<file path="src/rtl/dot_acc_pkg.sv">
// Shared types and the saturating add used by the dot-product accumulator.
// The add works on a fixed wide container; callers pass their real width.
package dot_acc_pkg;

    typedef enum logic {ACCUM, HOLD} state_t;

    localparam int PROD_W    = 32;
    localparam int MAX_ACC_W = 64;

    // Returns {ovf, sum}. acc must already be sign-extended from acc_w bits.
    // acc_w may range from 32 to MAX_ACC_W-1.
    function automatic logic [MAX_ACC_W:0] sat_add(
        input logic [MAX_ACC_W-1:0] acc,
        input logic [PROD_W-1:0]    prod,
        input int                   acc_w
    );
        logic signed [MAX_ACC_W:0] sum;
        logic signed [MAX_ACC_W:0] max_v;
        logic signed [MAX_ACC_W:0] min_v;
        logic [MAX_ACC_W-1:0]      res;
        logic                      ovf;
        sum   = {acc[MAX_ACC_W-1], acc}
              + {{(MAX_ACC_W+1-PROD_W){prod[PROD_W-1]}}, prod};
        max_v = ((MAX_ACC_W+1)'(1) << (acc_w - 1)) - (MAX_ACC_W+1)'(1);
        min_v = ~max_v;
        if (sum > max_v) begin
            ovf = 1'b1;
            res = max_v[MAX_ACC_W-1:0];
        end else if (sum < min_v) begin
            ovf = 1'b1;
            res = min_v[MAX_ACC_W-1:0];
        end else begin
            ovf = 1'b0;
            res = sum[MAX_ACC_W-1:0];
        end
        return {ovf, res};
    endfunction

endpackage

</file>
<file path="src/rtl/dot_acc_sat_adder.sv">
// Combinational sign-extend, add and clamp of one 32-bit product into an
// ACC_W-bit signed accumulator.
module dot_acc_sat_adder
    import dot_acc_pkg::*;
#(
    parameter int ACC_W = 40
) (
    input  logic [ACC_W-1:0]  acc,
    input  logic [PROD_W-1:0] prod,
    output logic [ACC_W-1:0]  sum,
    output logic              ovf
);

    logic [MAX_ACC_W-1:0] acc_ext;
    logic [MAX_ACC_W:0]   result;
    logic                 unused_hi;

    assign acc_ext   = MAX_ACC_W'($signed(acc));
    assign result    = sat_add(acc_ext, prod, ACC_W);
    assign ovf       = result[MAX_ACC_W];
    assign sum       = result[ACC_W-1:0];
    // Clamped results always fit ACC_W bits; the upper bits are sign copies.
    assign unused_hi = ^result[MAX_ACC_W-1:ACC_W];

endmodule

</file>
<file path="src/rtl/dot_accumulator.sv">
// Accumulates a stream of signed products into one saturated dot-product
// result per vector, with valid/ready on both sides.
module dot_accumulator
    import dot_acc_pkg::*;
#(
    parameter int VEC_LEN = 8,
    parameter int ACC_W   = 40,
    parameter int CNT_W   = $clog2(VEC_LEN + 1)
) (
    input  logic              clk,
    input  logic              rst,
    input  logic              clr,
    input  logic              in_valid,
    output logic              in_ready,
    input  logic [PROD_W-1:0] in_prod,
    input  logic              in_last,
    output logic              out_valid,
    input  logic              out_ready,
    output logic [ACC_W-1:0]  out_sum,
    output logic [CNT_W-1:0]  out_count,
    output logic              out_ovf
);

    state_t             state_q, state_d;
    logic [ACC_W-1:0]   acc_q, acc_d;
    logic [CNT_W-1:0]   count_q, count_d;
    logic               ovf_q, ovf_d;
    logic               out_valid_q, out_valid_d;
    logic [ACC_W-1:0]   out_sum_q, out_sum_d;
    logic [CNT_W-1:0]   out_count_q, out_count_d;
    logic               out_ovf_q, out_ovf_d;

    logic               accept;
    logic               is_last;
    logic [ACC_W-1:0]   add_sum;
    logic               add_ovf;
    logic [CNT_W-1:0]   count_inc;

    dot_acc_sat_adder #(.ACC_W(ACC_W)) u_adder (
        .acc  (acc_q),
        .prod (in_prod),
        .sum  (add_sum),
        .ovf  (add_ovf)
    );

    // clr blocks acceptance in the same cycle it aborts the vector.
    assign in_ready  = (state_q == ACCUM) && !clr;
    assign accept    = in_valid && in_ready;
    assign count_inc = count_q + CNT_W'(1);
    assign is_last   = in_last || (count_q == CNT_W'(VEC_LEN - 1));

    always_comb begin
        state_d     = state_q;
        acc_d       = acc_q;
        count_d     = count_q;
        ovf_d       = ovf_q;
        out_valid_d = out_valid_q;
        out_sum_d   = out_sum_q;
        out_count_d = out_count_q;
        out_ovf_d   = out_ovf_q;
        case (state_q)
            ACCUM: begin
                if (clr) begin
                    acc_d   = '0;
                    count_d = '0;
                    ovf_d   = 1'b0;
                end else if (accept) begin
                    acc_d   = add_sum;
                    count_d = count_inc;
                    ovf_d   = ovf_q | add_ovf;
                    if (is_last) begin
                        out_sum_d   = add_sum;
                        out_count_d = count_inc;
                        out_ovf_d   = ovf_q | add_ovf;
                        out_valid_d = 1'b1;
                        state_d     = HOLD;
                    end
                end
            end
            HOLD: begin
                if (out_ready) begin
                    state_d     = ACCUM;
                    out_valid_d = 1'b0;
                    acc_d       = '0;
                    count_d     = '0;
                    ovf_d       = 1'b0;
                end
            end
            default: state_d = ACCUM;
        endcase
    end

    always_ff @(posedge clk or posedge rst) begin
        if (rst) begin
            state_q     <= ACCUM;
            acc_q       <= '0;
            count_q     <= '0;
            ovf_q       <= 1'b0;
            out_valid_q <= 1'b0;
            out_sum_q   <= '0;
            out_count_q <= '0;
            out_ovf_q   <= 1'b0;
        end else begin
            state_q     <= state_d;
            acc_q       <= acc_d;
            count_q     <= count_d;
            ovf_q       <= ovf_d;
            out_valid_q <= out_valid_d;
            out_sum_q   <= out_sum_d;
            out_count_q <= out_count_d;
            out_ovf_q   <= out_ovf_d;
        end
    end

    assign out_valid = out_valid_q;
    assign out_sum   = out_sum_q;
    assign out_count = out_count_q;
    assign out_ovf   = out_ovf_q;

endmodule

</file>
<file path="config.mk">
export PLATFORM = sky130hd
export DESIGN_NAME = dot_accumulator
export DESIGN_NICKNAME = d
export VERILOG_FILES = /design/src/rtl/dot_acc_pkg.sv /design/src/rtl/dot_acc_sat_adder.sv /design/src/rtl/dot_accumulator.sv
export SDC_FILE = /design/constraint.sdc
export NUM_CORES = 1
export LEC_CHECK = 0
export CAP_MARGIN = 20
export CORE_UTILIZATION = 40
export CTS_CLUSTER_SIZE = 28
export DETAILED_ROUTE_END_ITERATION = 12
export GPL_ROUTABILITY_DRIVEN = 0
export PLACE_DENSITY = 0.6
export SETUP_SLACK_MARGIN = 0.2
export SLEW_MARGIN = 30
export SYNTH_ARGS = -nofsm -noshare
export SYNTH_HDL_FRONTEND = slang
export SYNTH_SLANG_ARGS = --single-unit
</file>
<file path="constraint.sdc">
create_clock -name clk -period 3.8 [get_ports clk]
set_input_delay 0.76 -clock clk [delete_from_list [all_inputs] [get_ports clk]]
set_output_delay 0.76 -clock clk [all_outputs]
set_load 0.005 [all_outputs]
</file>
Word level (Yosys, flattened, before mapping). Index checks and enable logic that the tools add are counted.

Add/subtract/negate cells: 2. Order comparisons: 2. Eq/ne operators: 6. Multiplexer cells: 25. Bitwise gates (word level): 3. Reductions and logical operators: 7.

Operators with widths (count): 40-bit 2-to-1 mux (5); 40-bit case mux with 2 select lines (1); 40-bit by 32-bit adder with 41-bit output (1); 41-bit by 40-bit greater-than comparator with 1-bit output (second input constant) (1); 41-bit by 40-bit less-than comparator with 1-bit output (second input constant) (1); 1-bit 2-to-1 mux (12); 4-bit 2-to-1 mux (3); 2-bit != test (second input constant) (4); 4-bit case mux with 2 select lines (1); 4-bit AND reduction (2); 1-bit case mux with 2 select lines (3); 4-bit by 1-bit adder with 4-bit output (second input constant) (1); 4-bit by 3-bit equality test with 1-bit output (second input constant) (1); 3-bit != test (second input constant) (1); 1-bit logical AND (2); 1-bit NOT (2); 2-bit AND reduction (1); 1-bit logical NOT (1); 1-bit logical OR (1); 1-bit bitwise OR (1).

Bits in registers: 92. Bits of input ports: 38. Output and inout bits: 47. Logic and storage cells: 53.

Logic depth before layout (Yosys ltp). Gate-level depths: netlist of run 1.

Word-level depth: 8. Depth in mapped cells: 13. Mapped depth without buffers: 11.

Modules after synthesis. From an unflattened synthesis of run 1, not the netlist that was laid out.

Cells, all modules: 593. Area total of the unflattened synthesis: 6179.7 um^2.

Modules (own cells, without submodules): dot_accumulator (instances 1, cells each 222, area each 3553.4 um^2, sequential area each 2302.2 um^2); dot_acc_sat_adder (instances 1, cells each 371, area each 2626.3 um^2, sequential area each 0.0 um^2).

Worst setup path before layout of run 1. Ideal clock, no wire load.

Path kind: input to register. Start: in in_prod[24]. End: reg acc_q[20]. Setup time: 0.121 ns. Data arrival time: 2.916 ns. Data required time: 3.679 ns. Slack: 0.763 ns. Stages on the path: 11. Buffers on the path: 2. Cell sequence: ha_1 -> buf_4 -> nand4_1 -> nor2_1 -> a32oi_2 -> nand3b_1 -> a2111oi_4 -> o21ai_2 -> buf_6 -> and2_4 -> a22o_1.

Longest elaborated chain between the ends: 7. Elaborated cells on any way between the ends: 8. Those cells by class: add/sub: 1; order compare: 2; mux: 5.

Ends and longest elaborated chain: start, declared (RTL line dot_accumulator.sv:15) `input logic [PROD_W-1:0] in_prod,`; 40-bit by 32-bit adder with 41-bit output * (RTL line dot_acc_pkg.sv:23) `+ {{(MAX_ACC_W+1-PROD_W){prod[PROD_W-1]}}, prod};`; 41-bit by 40-bit less-than comparator with 1-bit output (RTL line dot_acc_pkg.sv:29) `end else if (sum < min_v) begin`; 40-bit 2-to-1 mux (RTL line dot_acc_pkg.sv:29); 40-bit 2-to-1 mux * (RTL line dot_acc_pkg.sv:26) `if (sum > max_v) begin`; 40-bit 2-to-1 mux * (RTL line dot_accumulator.sv:67) `end else if (accept) begin`; 40-bit 2-to-1 mux * (RTL line dot_accumulator.sv:63) `if (clr) begin`; 40-bit case mux with 2 select lines * (RTL line dot_accumulator.sv:61) `case (state_q)`; end signal, assigned (RTL line dot_accumulator.sv:96) `acc_q <= '0;`; end signal, assigned (RTL line dot_accumulator.sv:105) `acc_q <= acc_d;`; end, declared (RTL line dot_accumulator.sv:25) `logic [ACC_W-1:0] acc_q, acc_d;`.

Every way passes the cells marked *; elsewhere a longest branch is shown, timed or not. The select of a mux whose other input is x is not followed. A chain may end at the register's enable or synchronous reset.

Worst setup path in the final report of run 1.
Start: in in_prod[31]. End: reg acc_q[17].

The elaborated chain is that of the path after synthesis.

==> results of run 1 <==
## cell usage after synthesis, drive strengths merged (3+ instances only)
master / instances
or3: 6
o31ai: 5
o211ai: 13
o21a: 6
buf: 22
ha: 41
o21ai: 104
nand3: 12
a22o: 12
nor4: 5
a31oi: 4
and2: 7
nand4: 13
nor2: 59
a21o: 9
mux2: 3
a21boi: 6
xnor2: 16
a21oi: 55
xor2: 15
a22oi: 6
or2: 3
a211oi: 8
a32oi: 4
dfrtp: 92
nand2: 121
clkbuf: 21
nand2b: 6
nand3b: 4
nor3: 13
inv: 18
## layout make-up
class	instances	area, um^2
clock buffers	13	260.3
clock inverters	3	68.82
fillers	1399	7259
inverters	18	70.07
multi-input cells	583	3696
flip-flops and latches	92	2302
well taps	188	235.2
repair buffers	140	1310
## state kept, by name (all words and copies together) (netlist names)
signal     cells
out_sum       40
out_count      4
ovf_q          1
count_q        4
out_ovf        1
state_q        1
out_valid      1
acc_q         40
## critical path: stages
cell,delay [ns]
clkdlybuf4s50_1,0.54
ha_1,0.42
a21o_1,0.24
a2111oi_4,0.41
o211ai_2,0.19
a211oi_4,0.38
buf_4,0.18
o21ai_4,0.09
buf_4,0.15
a21oi_1,0.24
o21ai_1,0.09
## kinds of logic (layout without fill, tap and decap cells)
| logic type | count (synthesis) | in the layout | synth area share |
|---|---|---|---|
| simple gates | 259 | 259 | 0.1923 |
| compound gates | 246 | 246 | 0.2525 |
| fa+ha+maj | 42 | 42 | 0.08578 |
| buf+inv | 61 | 174 | 0.04652 |
| mux | 5 | 5 | 0.008659 |
| flops | 92 | 92 | 0.3705 |
| xor+xnor | 31 | 31 | 0.04370 |
## worst paths after layout
path	end	slack, ns	cells after the start
hold / removal	out_sum[29]$_DFFE_PP0P_	0.48	2
min in group asynchronous	out_sum[6]$_DFFE_PP0P_	0.61	2
setup reg to reg	acc_q[17]$_DFFE_PP0P_	0.76	12
max in group asynchronous	acc_q[28]$_DFFE_PP0P_	2.54	3
hold reg to reg	out_sum[29]$_DFFE_PP0P_	0.48	2
setup / recovery	acc_q[17]$_DFFE_PP0P_	0.32	11
## placed cells by master, fill, tap and decap left out, types with 11 or more instances in the layout
cell	Yosys	final
a21oi_1	53	53
a22o_1	12	12
buf_4	3	52
clkdlybuf4s50_1	0	84
dfrtp_1	92	92
ha_1	41	39
inv_1	18	17
nand2_1	121	121
nand3_1	12	12
nand4_1	13	13
nor2_1	59	59
nor3_1	12	12
o211ai_1	11	11
o21ai_0	42	42
o21ai_1	59	58
xnor2_1	16	16
xor2_1	15	15
## metrics by stage
step	util	instance area [um^2]	instances	hold WS [ns]	total power, mW
finish	0.5225	7943	1037	0.4840	4.988
global route	0.5225	7943	1037	0.5048	5.320
CTS	0.5170	7860	1033	0.4905	4.945
detailed placement	0.4954	7531	1017	0.4706	3.913
global placement	0.4936	7503	1016	0.4664	3.885
floorplan	-	6213	736	0.4538	2.874
## routing by layer
layer,vias to the layer above,global-route usage,wire length [um]
met4,0,0.07725,272
met3,19,0.03627,1044
met2,192,0.3711,8298
met5,-,0,0
li1,2846,-,-
met1,2769,0.3354,8898
## timing repair
item                       4_1_cts  5_1_grt
hold endpoints to repair         0        0
gates resized for setup          0       10
setup buffers                    0        4
setup endpoints to repair        0       52
hold buffers                     0        0
## power groups by stage
stage | clock [mW] | sequential [mW] | combinational, mW
finish | 1.00 | 1.50 | 2.49
global route | 1.06 | 1.54 | 2.73
CTS | 1.02 | 1.50 | 2.43
detailed placement | 0 | 1.51 | 2.40
global placement | 0 | 1.51 | 2.38
floorplan | 0 | 1.48 | 1.40
==> results.cfg, run 1 <==
[status]
outcome = completed

[die]
ioPinCount = 85
die_y_um = 126.6
initial_utilization = 0.4087
die-area_mm2 = 0.01604
rows = 45
die_w_um = 126.6
core-area_mm2 = 0.01520

[critical_path]
crit_fanout = 8
crit_type = in -> reg
critPathRequiredTime_ns = 4.03
cp-startpoint = in_prod[31]
arrival_ns = 3.71
worst_r2r_startpoint = acc_q[19]$_DFFE_PP0P_
cp-start-kind = primary input
critPathCaptureType = flop

[route]
vias = 5826
ant_nets = 0
drc = 0
routed_via_density = 5.618
drt_iter0_markers = 556
dr.pass1.iters = 6
drt-wirelength-per-cell_um = 17.85
wirelength_um = 18510

[job]
max_cap_viol_count = 0

[power]
pwr-share-clk = 0.201
p_int_mw = 3.100
p_sw_mw = 1.888
ir_drop_uv = 268.3
pwr-share-seq = 0.300
leakage_nw = 3.572
pwr_density_cell_mw_per_mm2 = 628.0
p_comb_frac = 0.498
swShare = 0.3785

[timing]
min_period_ns = 3.483
setup_ws_ns = 0.3173
hold_viol = 0
fin_crit_sh = 0.9165
finalSetupTns_ns = 0
maxSlewHeadroom = 0.5534
fmax_ghz = 0.2871
rsz0062_at_grt = true
final.setup_skew_ns = 0.01087
setup_viol = 0
worstMarginPinSlew_ns = 0.6674
slew_violations = 0

[synthesis]
yosys.area.top_type = dfrtp_1
synth.area.top_cells = dfrtp_1 37%, ha_1 8.3%, nand2_1 7.3%, o21ai_1 4.8%, a21oi_1 4.3%
syn_inst = 736
netlist_area_mm2 = 0.006213
yosys_warnings = 0
syn_nets = 816
yosysUniqueCellTypes = 69
async_flop_share = 1.000
synth_top_cell_area_share = 0.3705
ys.flop_type = dfrtp_1
syn_avg_cell_area_um2 = 8.442
ys_seq_elements = 92
synth_edf_count = 0
synth_seq_area_share = 0.3705

[global_routing]
grt_remaining_overflow = 0
antenna_found_initial = 0
grt_use_total = 0.2370
grt_pass1_wl_um = 29710
grt_pass1_vias = 5781
grt_max_degree = 92

[min_path]
min_path_type = reg -> reg
hp-start = out_sum[29]$_DFFE_PP0P_

[placement]
dp_slack_ns = -0.09964
portBuffers = 84
hpwl_um = 13790

[cells_and_area]
n_antenna_cell = 0
drive_gt1_frac = 0.1272
area_growth_pct = 27.83
nets = 924

[clock_network]
htreeDepth = 3
cts_buffers = 9
clkLatencyLatePin_ns = 0.36
cts_buffer_depth = 2
clkTransAtPathRegs_ns = 0.07
cts_root_buffer = clkbuf_16
cts_sinks = 92
cts_tree = built
(Power assumes the default switching activity.)
==> run 2: changes to the inputs <==
Settings changed: CORE_MARGIN from default to 10, CTS_CLUSTER_DIAMETER from default to 150, DONT_BUFFER_PORTS from default to 1, PLACE_DENSITY 0.6 to 0.53.
==> results.cfg, run 2 (synthesis results as in run 1) <==
[timing]
fmax_ghz = 0.3080
min_period_ns = 3.247
finalSetupTns_ns = 0
hold_viol = 0
maxSlewHeadroom = 0.4429
setup_viol = 0
worstMarginPinSlew_ns = 0.8324
rsz0062_at_grt = false
slew_violations = 0
fin_crit_sh = 0.8544
final.setup_skew_ns = 0.008784

[global_routing]
globalRoute.busiestLayer = met2
grt_pass1_vias = 5248
grt_remaining_overflow = 0
grt_use_total = 0.1833
grt_pass1_wl_um = 29700
grt_util_met3 = 0.04920
grt_use_met2 = 0.2810
antenna_found_initial = 0
grt_use_met1 = 0.2401
grt_max_degree = 58

[clock_network]
clkLatencyLatePin_ns = 0.36
postCtsSetupBuffers = 0
htreeDepth = 3
clkTransAtPathRegs_ns = 0.07
cts_buffers = 9
cts_buffer_depth = 2
cts_root_buffer = clkbuf_16
cts_resized = 0
cts_tree = built
cts_sinks = 92
cts_hold_buf = 0

[route]
ant_nets = 0
drt-wirelength-per-cell_um = 20.46
routed_via_density = 5.937
drt_iter0_markers = 445
drc = 0
dr.pass1.iters = 5
wirelength_um = 18700
vias = 5426

[critical_path]
r2r_slack_ns = 0.56
critPathCaptureType = flop
crit_type = in -> reg
critPathRequiredTime_ns = 4.02
rr_endpoint = out_sum[33]$_DFFE_PP0P_
crit_fanout = 17
worst_r2r_startpoint = acc_q[30]$_DFFE_PP0P_
arrival_ns = 3.47
reg2reg_depth = 10
cp-start-kind = primary input

[job]
max_cap_viol_count = 0

[placement]
post-place-cells = 898
hpwl_um = 14280
portBuffers = 0

[cells_and_area]
area_growth_pct = 7.451
nets = 801
final_common_cell = nand2_1
final_cells = 914
n_antenna_cell = 0
final_core_util = 0.4392
drive_gt1_frac = 0.08815
fill_cells = 1525
layout_common_cells = 121 x nand2_1, 92 x dfrtp_1, 59 x nor2_1

[die]
core-area_mm2 = 0.01520
ioPinCount = 85
die_y_um = 144.6
die-area_mm2 = 0.02092
rows = 45
initial_utilization = 0.4087
die_w_um = 144.6

[power]
pwr_density_cell_mw_per_mm2 = 641.6
leakage_nw = 3.025
ir_drop_uv = 245.6

[min_path]
min_path_type = in -> async

[status]
outcome = completed
-- run 2: changes by cell type in the layout (fill, tap and decap cells not counted), sizes merged --
cell,change
clkdlybuf4s50,-84
buf,-39
clkbuf,-3
inv,+3
bufinv,-2
clkinvlp,+2
-- run 2: worst max path at each step --
stage | start | end | depth (start not counted)
3_3_place_gp | in_prod[30] | out_sum[33]$_DFFE_PP0P_ | 10
3_5_place_dp | in_prod[30] | out_sum[33]$_DFFE_PP0P_ | 10
6_report | in_prod[30] | out_sum[33]$_DFFE_PP0P_ | 10
2_1_floorplan | rst | acc_q[0]$_DFFE_PP0P_ | 1
4_1_cts | acc_q[30]$_DFFE_PP0P_ | out_sum[33]$_DFFE_PP0P_ | 10
5_1_grt | acc_q[30]$_DFFE_PP0P_ | out_sum[33]$_DFFE_PP0P_ | 10
-- run 2: stage by stage --
step	power, mW	cell area [um^2]	hold slack (ns)	worst slack (ns)
2_1_floorplan	2.874	6213	0.4538	0.6480
3_3_place_gp	3.368	6382	0.4703	0.2333
3_5_place_dp	3.393	6382	0.4819	0.1977
4_1_cts	4.318	6676	0.4106	0.5769
5_1_grt	4.633	6676	0.4450	0.2796
6_report	4.283	6676	0.3825	0.5532
-- run 2: area by class of cell --
cell class | instances | area, um^2 | share of cell area
multi-input cells | 583 | 3647 | 0.5463
flip-flops and latches | 92 | 2302 | 0.3448
clock buffers | 10 | 239.0 | 0.03579
well taps | 188 | 235.2 | 0.03523
repair buffers | 17 | 127.6 | 0.01912
inverters | 18 | 70.07 | 0.01049
clock inverters | 6 | 55.05 | 0.008246
-- run 2: critical path, cell delays in order --
cell	delay (ns)
ha_1	0.35
a21oi_1	0.35
o211ai_1	0.23
nand3_1	0.17
nand3b_1	0.15
a2111oi_4	0.50
nor3_4	0.10
buf_4	0.23
nor4_1	0.48
o21ai_0	0.13
-- run 2: where the power goes --
part	internal [mW]	total (mW)	switching [mW]
Sequential	1.29	1.56	0.270
Clock	0.474	0.902	0.428
Combinational	0.673	1.82	1.15
Total	2.44	4.28	1.85
-- run 2: per-layer routing --
layer / part of all wire / wire length [um]
met5: 0 / 0
met4: 0.026 / 478
met3: 0.076 / 1417
met2: 0.45 / 8368
met1: 0.45 / 8438
==> run 3: changes to the inputs <==
Settings changed: CORE_ASPECT_RATIO from default to 1.75.
==> results.cfg, run 3 (synthesis results as in run 1) <==
[placement]
portBuffers = 0
hpwl_um = 15010
post-place-cells = 893
placed_area_mm2 = 0.006357

[cells_and_area]
area_growth_pct = 7.874
final_core_util = 0.4377
n_antenna_cell = 0
final_common_cell = nand2_1
nets = 799
drive_gt1_frac = 0.08564
layout_common_cells = 121 x nand2_1, 92 x dfrtp_1, 59 x nor2_1
final_cells = 910
fin_area_mm2 = 0.006703

[die]
core-area_mm2 = 0.01531
rows = 60
die-area_mm2 = 0.02112
die_y_um = 184.9
ioPinCount = 85
die_w_um = 114.2
initial_utilization = 0.4057

[power]
leakage_nw = 3.040
ir_drop_uv = 248.6
p_sw_mw = 1.853
swShare = 0.4271
p_int_mw = 2.486
pwr-share-clk = 0.226
pwr-share-seq = 0.358
p_comb_frac = 0.416
pwr_density_cell_mw_per_mm2 = 647.4

[critical_path]
critPathRequiredTime_ns = 4.03
crit_fanout = 8
arrival_ns = 3.44
r2r_slack_ns = 0.59
reg2reg_depth = 10
critPathCaptureType = flop
worst_r2r_startpoint = acc_q[17]$_DFFE_PP0P_
rr_endpoint = out_sum[33]$_DFFE_PP0P_
cp-start-kind = flop
crit_type = reg -> reg
cp-startpoint = acc_q[17]$_DFFE_PP0P_

[clock_network]
cts_root_buffer = clkbuf_16
htreeDepth = 3
cts_buffer_depth = 2
postCtsSetupBuffers = 0
cts_sinks = 92
clkLatencyLatePin_ns = 0.36
clkTransAtPathRegs_ns = 0.08
cts_hold_buf = 0
cts_tree = built
cts_buffers = 9
cts_resized = 0

[job]
max_cap_viol_count = 0

[timing]
fmax_ghz = 0.3112
rsz0062_at_grt = false
fin_crit_sh = 0.8455
final.setup_skew_ns = 0.01492
finalSetupTns_ns = 0
setup_viol = 0
fin_hold_ws_ns = 0.3954
worstMarginPinSlew_ns = 0.7576
maxSlewHeadroom = 0.4949
slew_violations = 0
min_period_ns = 3.213
hold_viol = 0

[global_routing]
antenna_found_initial = 0
grt_max_degree = 63
grt_use_total = 0.1796
grt_remaining_overflow = 0
grt_pass1_wl_um = 30220
grt_pass1_vias = 5561

[route]
routed_via_density = 5.916
dr.pass1.iters = 5
drc = 0
drt-wirelength-per-cell_um = 20.95
ant_nets = 0
vias = 5384
drt_iter0_markers = 273
wirelength_um = 19060

[status]
outcome = completed

[min_path]
min_path_type = in -> async
## run 3: cell types whose count changed in the layout (fill, tap and decap cells not counted), sizes merged
cell / change
buf: -2
bufinv: +1
clkbuf: -1
clkinv: +2
clkinvlp: -2
## run 3: stage by stage
stage,setup slack [ns],power (mW)
CTS,0.6436,4.371
global route,0.3585,4.648
detailed placement,0.2648,3.384
floorplan,0.6480,2.874
finish,0.5870,4.339
global placement,0.3514,3.358
## run 3: worst max-delay path, stage by stage, from the launching register on
cell      delay, ns
dfrtp_1        0.40
ha_1           0.40
a21oi_1        0.31
o21ai_1        0.14
a41oi_1        0.46
o211ai_2       0.16
a211oi_4       0.40
nor3_4         0.07
buf_4          0.19
nor4_1         0.41
o21ai_0        0.13
## run 3: how the worst max path moves through the flow
stage / endpoint / slack, ns / cells past startpoint
after floorplan: acc_q[0]$_DFFE_PP0P_ / 0.65 / 1
after global placement: out_sum[14]$_DFFE_PP0P_ / 0.35 / 11
after detailed placement: out_sum[33]$_DFFE_PP0P_ / 0.26 / 10
after CTS: out_sum[33]$_DFFE_PP0P_ / 0.64 / 10
after global routing: out_sum[33]$_DFFE_PP0P_ / 0.36 / 10
final: out_sum[33]$_DFFE_PP0P_ / 0.59 / 10
## run 3: cell type report
type                    count  area [um^2]
clock buffers               9        225.2
clock inverters             7        92.59
fillers                  1559         8612
inverters                  18        70.07
multi-input cells         583         3647
flip-flops and latches     92         2302
well taps                 186        232.7
repair buffers             15        132.6
## run 3: metal layers
layer	vias up	wire [um]	GRT usage	share of wire
li1	2600	-	-	-
met1	2620	7428	0.1909	0.39
met2	130	10290	0.3349	0.54
met3	34	740	0.02980	0.039
met4	0	600	0.07700	0.031
met5	-	0	0	0
## run 3: power groups by stage
stage / clock (mW) / combinational, mW / sequential (mW)
3_5_place_dp: 0 / 1.79 / 1.59
3_3_place_gp: 0 / 1.77 / 1.58
2_1_floorplan: 0 / 1.40 / 1.48
5_1_grt: 1.03 / 2.02 / 1.61
6_report: 0.980 / 1.81 / 1.55
4_1_cts: 0.996 / 1.80 / 1.57
